$ cat src/rtl/dmem_pkg.sv
// Shared types and constants for the data-memory responder.
package dmem_pkg;

    typedef enum logic [1:0] {
        IDLE = 2'd0,
        REQ  = 2'd1,
        DONE = 2'd2
    } dmem_state_t;

    localparam logic [31:0] DMEM_TIMEOUT_DATA = 32'hDEADBEEF;

endpackage

$ cat src/rtl/dmem_responder.sv
// Data-port responder: stalls the core while one load/store runs over the
// SRAM req/ack handshake, then releases it for one cycle with the result.
module dmem_responder
    import dmem_pkg::*;
#(
    parameter int ADDR_WORDS = 16384,
    parameter int TIMEOUT    = 255
) (
    input  logic        clk,
    input  logic        reset,
    input  logic        core_req,
    input  logic        core_we,
    input  logic [31:0] core_addr,
    input  logic [31:0] core_wdata,
    output logic        stall,
    output logic [31:0] core_rdata,
    output logic        mem_req,
    output logic        mem_we,
    output logic [29:0] mem_addr,
    output logic [31:0] mem_wdata,
    input  logic        mem_ack,
    input  logic [31:0] mem_rdata,
    output logic        err,
    output logic [31:0] err_addr
);

    localparam int CW = $clog2(TIMEOUT + 1);
    localparam logic [32:0]   ADDR_LIMIT = 33'(ADDR_WORDS) << 2;
    localparam logic [CW-1:0] CNT_MAX    = CW'(TIMEOUT);

    dmem_state_t   state;
    logic [CW-1:0] cnt;
    logic [31:0]   result;
    logic          acc_ok;

    // 33-bit compare so a full 4 GiB limit cannot overflow.
    assign acc_ok     = ({1'b0, core_addr} < ADDR_LIMIT) && (core_addr[1:0] == 2'b00);
    assign stall      = (state == REQ) || ((state == IDLE) && core_req);
    assign core_rdata = result;

    always_ff @(posedge clk or negedge reset) begin
        if (!reset) begin
            state     <= IDLE;
            cnt       <= '0;
            result    <= '0;
            mem_req   <= 1'b0;
            mem_we    <= 1'b0;
            mem_addr  <= '0;
            mem_wdata <= '0;
            err       <= 1'b0;
            err_addr  <= '0;
        end else begin
            case (state)
                IDLE: begin
                    if (core_req) begin
                        mem_addr  <= core_addr[31:2];
                        mem_wdata <= core_wdata;
                        mem_we    <= core_we;
                        if (acc_ok) begin
                            state   <= REQ;
                            mem_req <= 1'b1;
                            cnt     <= CW'(1);
                        end else begin
                            state  <= DONE;
                            result <= '0;
                            err    <= 1'b1;
                            if (!err) err_addr <= core_addr;
                        end
                    end
                end
                REQ: begin
                    // cnt holds the 1-based index of the current REQ cycle;
                    // an ack in the final cycle still takes priority.
                    if (mem_ack) begin
                        result  <= mem_we ? 32'd0 : mem_rdata;
                        mem_req <= 1'b0;
                        cnt     <= '0;
                        state   <= DONE;
                    end else if (cnt >= CNT_MAX) begin
                        result  <= DMEM_TIMEOUT_DATA;
                        mem_req <= 1'b0;
                        cnt     <= '0;
                        err     <= 1'b1;
                        if (!err) err_addr <= {mem_addr, 2'b00};
                        state   <= DONE;
                    end else begin
                        cnt <= cnt + 1'b1;
                    end
                end
                DONE: begin
                    state <= IDLE;
                end
                default: begin
                    state <= IDLE;
                end
            endcase
        end
    end

endmodule

$ cat config.mk
export PLATFORM = sky130hd
export DESIGN_NAME = dmem_responder
export DESIGN_NICKNAME = d
export VERILOG_FILES = /design/src/rtl/dmem_pkg.sv /design/src/rtl/dmem_responder.sv
export SDC_FILE = /design/constraint.sdc
export NUM_CORES = 1
export LEC_CHECK = 0
export CAP_MARGIN = 0
export CELL_PAD_IN_SITES_DETAIL_PLACEMENT = 0
export CELL_PAD_IN_SITES_GLOBAL_PLACEMENT = 1
export CORE_MARGIN = 2
export CORE_UTILIZATION = 34
export CTS_CLUSTER_SIZE = 14
export DETAILED_ROUTE_END_ITERATION = 16
export MAX_ROUTING_LAYER = met4
export PLACE_DENSITY_LB_ADDON = 0.1
export SLEW_MARGIN = 30
export SYNTH_ARGS = -nofsm -noshare
export SYNTH_HDL_FRONTEND = slang
export SYNTH_SLANG_ARGS = --single-unit
export TNS_END_PERCENT = 20
$ cat constraint.sdc
create_clock -name clk -period 2.7 [get_ports clk]
set_clock_uncertainty 0.05 [all_clocks]
set_input_delay 0.675 -clock clk [delete_from_list [all_inputs] [get_ports clk]]
set_output_delay 0.675 -clock clk [all_outputs]
set_load 0.01 [all_outputs]
==> reports/qor.txt, run 1 <==
worst min path class: in -> async
Main synth FF type: dfrtp_1
crit path DAT: 2.83 ns
Buffers on Ports: 230
first-pass GRT wire length: 27.7 mm
ANT cells: 0
Tcrit/Tclk final: 95.9%
IO Pins: 231
Seq/Total Area, Yosys: 56.2%
Mapped Nets: 605
DRT iter0 DRCs: 131
initial cell density of the core: 34.6%
die area: 0.0193 mm²
Setup crit end kind: flop
CTS root buf: clkbuf_16
RSZ-0062 raised after global routing: false
initial antenna violation count: 0
Setup Slack @ Placement: -0.317 ns
synth-to-layout area growth: 54.4%
vias after detailed routing: 4,711
area occupied by multi-input gates: 0.00254 mm²
register bit total from synthesis: 139
worst setup margin: 0.111 ns
setup TNS: 0 ns
DR vias/cell: 4.72
CTS clk-pin slew, worst paths: 0.06 ns
drt wl/cell: 17.1 µm
Final HPWL DP: 11.9 mm
final hold vios: 0
Congestion Overflow GR: 0
Pins Over Slew Limit: 0
most common cell after layout, fill and taps aside: clkdlybuf4s50_1
Sink Count: 139
Mapped Avg Cell Area: 12.3 µm²
Synth area leaders: dfrtp_1 56%, mux2_2 18%, nand2_1 6.2%
count of hold-fix buffers inserted at cts: 0
DRC Markers: 0
Synth cell types: 42
DRT Pass-1 Iters: 4
top cell type's share of synthesized area: 56.2%
Syn Inst Count: 503
critical path launch point type: input port
clk buf depth: 2
vias in the first global route: 5,081
Die Width: 139 µm
WS Path Type: in -> reg
Synth Warn #: 0
Final Critical Period: 2.59 ns
GRT Total Usage: 18.6%
DRT Wirelength: 17.1 mm
register area: 0.00348 mm²
RD Place Congestion: 0.760
Worst Max-Slew Pin Slew: 0.514 ns
# rows: 49
# fillers: 1,576
Layout Nets: 859
Power Dens Cells: 663 mW/mm²
CP Max Fanout: 25
most frequent cells in the layout: 228 x clkdlybuf4s50_1, 139 x dfrtp_1, 101 x nand2_1
post-route ant nets: 0
mapped cell area: 0.00619 mm²
Post-synth EDFFs: 0
Fmax: 386 MHz
CTS H-tree depth: 4
Worst VDD drop: 408 µV
Static Leak: 0.00418 µW
status: finished clean
clk_lat worst skew: 0.41 ns
relative slew slack: 65.6%
share of layout cells above drive strength 1: 26.9%
# Max-Cap Violations: 0
core area: 0.0179 mm²
asr flop ratio synth: 100%
Setup-failing EPs final: 0
CP Data Required Time: 2.94 ns
CTS buffer count: 17
chip height: 139 µm
Yosys top cell by area: dfrtp_1
largest net degree at the start of global routing: 67
CTS tree: yes
==> critical path: stages <==
cell             delay [ns]
clkdlybuf4s50_1        0.44
or4_2                  0.68
nor2_2                 0.18
buf_4                  0.15
nand2_4                0.06
o21ai_4                0.17
inv_6                  0.15
mux2_4                 0.33
==> synthesized netlist by cell type (all sizes together), types with 5 or more instances <==
| library cell | n |
|---|---|
| dfrtp | 139 |
| mux2 | 117 |
| o21ai | 11 |
| nand2b | 20 |
| nand2 | 103 |
| nor2 | 8 |
| a22o | 9 |
| inv | 5 |
| a21oi | 27 |
| clkbuf | 20 |
| buf | 6 |
| or2b | 6 |
==> report_power, final <==
| group | switching (µW) | leakage [µW] | internal (µW) |
|---|---|---|---|
| logic | 503 | 0.00217 | 839 |
| clock network | 919 | 0.000300 | 1580 |
| registers | 156 | 0.00171 | 2340 |
| total | 1580 | 0.00418 | 4760 |
==> flip-flops by register name, indices dropped and copies added (netlist names) <==
register and cells:
cnt 8, err_addr 32, mem_we 1, state 2, err 1, mem_wdata 32, mem_addr 30, core_rdata 32
mem_req 1
==> per-stage QoR <==
step | utilization [%] | total power [µW] | area (µm²) | hold slack [ns] | cells
floorplan | - | 3020 | 6190 | 0.329 | 503
global placement | 49.9 | 3870 | 8930 | 0.440 | 967
detailed placement | 49.9 | 3890 | 8930 | 0.445 | 967
CTS | 53.4 | 6430 | 9560 | 0.104 | 999
global route | 53.4 | 6630 | 9560 | 0.121 | 999
finish | 53.4 | 6340 | 9560 | 0.0991 | 999
==> routing by layer <==
| metal | track usage, % | wire (µm) | up-vias |
|---|---|---|---|
| met4 | 7.18 | 414 | 0 |
| li1 | - | - | 2244 |
| met5 | - | 0 | - |
| met2 | 29.1 | 8320 | 127 |
| met3 | 5.84 | 1070 | 26 |
| met1 | 22.5 | 7290 | 2314 |
==> cell type report <==
| class | instances | share of cell area [%] |
|---|---|---|
| Inverter | 5 | 0.249 |
| Sequential cell | 139 | 36.4 |
| Tap cell | 229 | 3.00 |
| Multi-Input combinational cell | 332 | 26.6 |
| Timing Repair Buffer | 262 | 27.1 |
| Clock inverter | 13 | 2.00 |
| Clock buffer | 19 | 4.63 |
==> kinds of logic (layout without fill, tap and decap cells) <==
| group | after synthesis | count (layout) | synth area share [%] |
|---|---|---|---|
| and+or+nand+nor | 154 | 154 | 11.9 |
| DFF | 139 | 139 | 56.2 |
| AOI/OAI and AO/OA | 57 | 57 | 5.98 |
| adders and majority gates | 1 | 1 | 0.202 |
| buffers and inverters | 32 | 299 | 2.87 |
| muxes | 120 | 120 | 22.9 |
==> repair_timing <==
item,4_1_cts,5_1_grt
setup buffers,0,0
setup endpoints to repair,1,0
hold endpoints to repair,0,0
resized for setup,1,0
==> final timing paths <==
kind / startpoint / end / slack (ns) / cells past startpoint
setup / recovery: core_addr[18] / core_rdata[30] / 0.11 / 8
hold / removal: reset / mem_addr[23] / 0.1 / 1
setup reg to reg: cnt[0] / err_addr[8] / 0.50 / 6
hold reg to reg: mem_wdata[21] / mem_wdata[21] / 0.46 / 1
max in group asynchronous: reset / mem_wdata[3] / 1.75 / 2
min in group clk: mem_wdata[21] / mem_wdata[21] / 0.46 / 1
Note: power is estimated with default switching activity, not from simulation.
==> inputs of run 2 (changes only) <==
--- a/config.mk
+++ b/config.mk
@@ -6,7 +6,7 @@
 export NUM_CORES = 1
 export LEC_CHECK = 0
 export CAP_MARGIN = 0
-export CELL_PAD_IN_SITES_DETAIL_PLACEMENT = 0
+export CELL_PAD_IN_SITES_DETAIL_PLACEMENT = 1
 export CELL_PAD_IN_SITES_GLOBAL_PLACEMENT = 1
 export CORE_MARGIN = 2
 export CORE_UTILIZATION = 34
==> reports/qor.txt, run 2 (synthesis gave the netlist of run 1 again) <==
status: finished clean (unchanged)
relative slew slack: 62.3% (was 65.6%)
DRC Markers: 0 (unchanged)
vias in the first global route: 5,413 (was 5,081)
Fmax: 383 MHz (was 386 MHz)
postcts setup bufs: 0 (unchanged)
setup TNS: 0 ns (unchanged)
CTS tree: yes (unchanged)
ANT cells: 0 (unchanged)
synth-to-layout area growth: 53.9% (was 54.4%)
worst hold slack: 0.113 ns (was 0.0991 ns)
Layout Nets: 859 (unchanged)
Setup Slack @ Placement: -0.337 ns (was -0.317 ns)
DR vias/cell: 4.82 (was 4.72)
IO Pins: 231 (unchanged)
CTS clk-pin slew, worst paths: 0.06 ns (about the same)
most common cell after layout, fill and taps aside: clkdlybuf4s50_1 (unchanged)
post-route ant nets: 0 (unchanged)
Clock power frac: 38.5% (was 39.4%)
GRT Total Usage: 19.9% (was 18.6%)
Internal Pwr Total: 4770 µW (was 4760 µW)
Worst VDD drop: 412 µV (was 408 µV)
Pins Over Slew Limit: 0 (unchanged)
most frequent cells in the layout: 228 x clkdlybuf4s50_1, 139 x dfrtp_1, 101 x nand2_1 (unchanged)
clk buf depth: 2 (unchanged)
Tcrit/Tclk final: 96.7% (was 95.9%)
# fillers: 1,848 (was 1,576)
critical path launch point type: input port (unchanged)
Die Width: 139 µm (unchanged)
final std cells w/o fill: 997 (was 999)
Final Critical Period: 2.61 ns (was 2.59 ns)
CTS buffer count: 17 (unchanged)
# rows: 49 (unchanged)
worst setup margin: 0.0904 ns (was 0.111 ns)
# Max-Cap Violations: 0 (unchanged)
Final HPWL DP: 13.2 mm (was 11.9 mm)
DRT Pass-1 Iters: 4 (unchanged)
CP Data Required Time: 2.94 ns (about the same)
initial antenna violation count: 0 (unchanged)
Switch Pwr: 1510 µW (was 1580 µW)
vias after detailed routing: 4,804 (was 4,711)
Sw Ratio: 24.0% (was 24.9%)
WS Path Type: in -> reg (unchanged)
largest net degree at the start of global routing: 67 (unchanged)
Post-CTS Resized: 1 (unchanged)
share of layout cells above drive strength 1: 26.4% (was 26.9%)
critical path's slowest cell: or4_4 (was or4_2)
Sink Count: 139 (unchanged)
Tot Pwr: 6270 µW (was 6340 µW)
Setup crit end kind: flop (unchanged)
crit path DAT: 2.85 ns (was 2.83 ns)
CTS H-tree depth: 4 (unchanged)
final hold vios: 0 (unchanged)
count of hold-fix buffers inserted at cts: 0 (unchanged)
CP Max Fanout: 25 (unchanged)
initial cell density of the core: 34.6% (unchanged)
Static Leak: 0.00418 µW (about the same)
RD Place Congestion: 0.760 (unchanged)
chip height: 139 µm (unchanged)
Power Dens Cells: 658 mW/mm² (was 663 mW/mm²)
logic gate share of total power: 21.6% (was 21.2%)
DRT iter0 DRCs: 104 (was 131)
die area: 0.0193 mm² (unchanged)
Placed Instances: 967 (unchanged)
DRT Wirelength: 18.4 mm (was 17.1 mm)
Worst Max-Slew Pin Slew: 0.563 ns (was 0.514 ns)
crit-path max cell delay: 0.55 ns (was 0.68 ns)
Setup-failing EPs final: 0 (unchanged)
drt wl/cell: 18.5 µm (was 17.1 µm)
first-pass GRT wire length: 29.4 mm (was 27.7 mm)
Congestion Overflow GR: 0 (unchanged)
CTS root buf: clkbuf_16 (unchanged)
power share of the sequential group: 39.9% (was 39.4%)
worst min path class: in -> async (unchanged)
Buffers on Ports: 230 (unchanged)
CP cell instances: clkdlybuf4s50_1 > or4_4 > nor4_4 > buf_4 > nand2_4 > o21ai_4 > inv_6 > mux2_4 (was clkdlybuf4s50_1 > or4_2 > nor2_2 > buf_4 > nand2_4 > o21ai_4 > inv_6 > mux2_4)
RSZ-0062 raised after global routing: false (unchanged)
core area: 0.0179 mm² (unchanged)
clk_lat worst skew: 0.40 ns (was 0.41 ns)
-- run 2: power by group through the flow --
| stage | combinational, µW | sequential, µW | clock (µW) |
|---|---|---|---|
| after CTS | 1380 | 2510 | 2490 |
| after global routing | 1440 | 2540 | 2590 |
| after floorplan | 382 | 2640 | 0 |
| final | 1350 | 2500 | 2420 |
| after detailed placement | 1370 | 2540 | 0 |
| after global placement | 1350 | 2520 | 0 |
-- run 2: final timing paths --
kind	startpoint	endpoint	slack (ns)	depth (start not counted)
max	core_addr[27]	core_rdata[15]	0.09	8
min	reset	err_addr[24]	0.11	1
max reg2reg	cnt[0]	err_addr[28]	0.49	6
min reg2reg	err_addr[14]	err_addr[14]	0.45	1
max in group asynchronous	reset	mem_wdata[3]	1.73	2
min in group clk	err_addr[14]	err_addr[14]	0.45	1
-- run 2: critical path, delay by kind of cell --
family / cells / cell delay (ns)
AOI/OAI and AO/OA: 1 / 0.18
buffers and inverters: 3 / 0.78
muxes: 1 / 0.33
and+or+nand+nor: 3 / 0.87
-- run 2: layer usage --
layer / track usage [%] / vias up / routed length (µm)
met5: - / - / 0
met3: 6.42 / 14 / 1050
met1: 22.6 / 2441 / 7470
li1: - / 2229 / -
met4: 5.05 / 0 / 230
met2: 33.9 / 120 / 9650
-- run 2: cell type report --
type | count | area, µm² | area share, %
Clock buffer | 22 | 464 | 4.87
Clock inverter | 8 | 143 | 1.50
Inverter | 5 | 23.8 | 0.249
Multi-Input combinational cell | 332 | 2540 | 26.7
Sequential cell | 139 | 3480 | 36.5
Tap cell | 229 | 287 | 3.01
Timing Repair Buffer | 262 | 2590 | 27.2
-- run 2: per-stage QoR --
stage,area [µm²],utilization (%)
5_1_grt,9530,53.2
2_1_floorplan,6190,-
3_5_place_dp,8930,49.9
6_report,9530,53.2
4_1_cts,9530,53.2
3_3_place_gp,8930,49.9
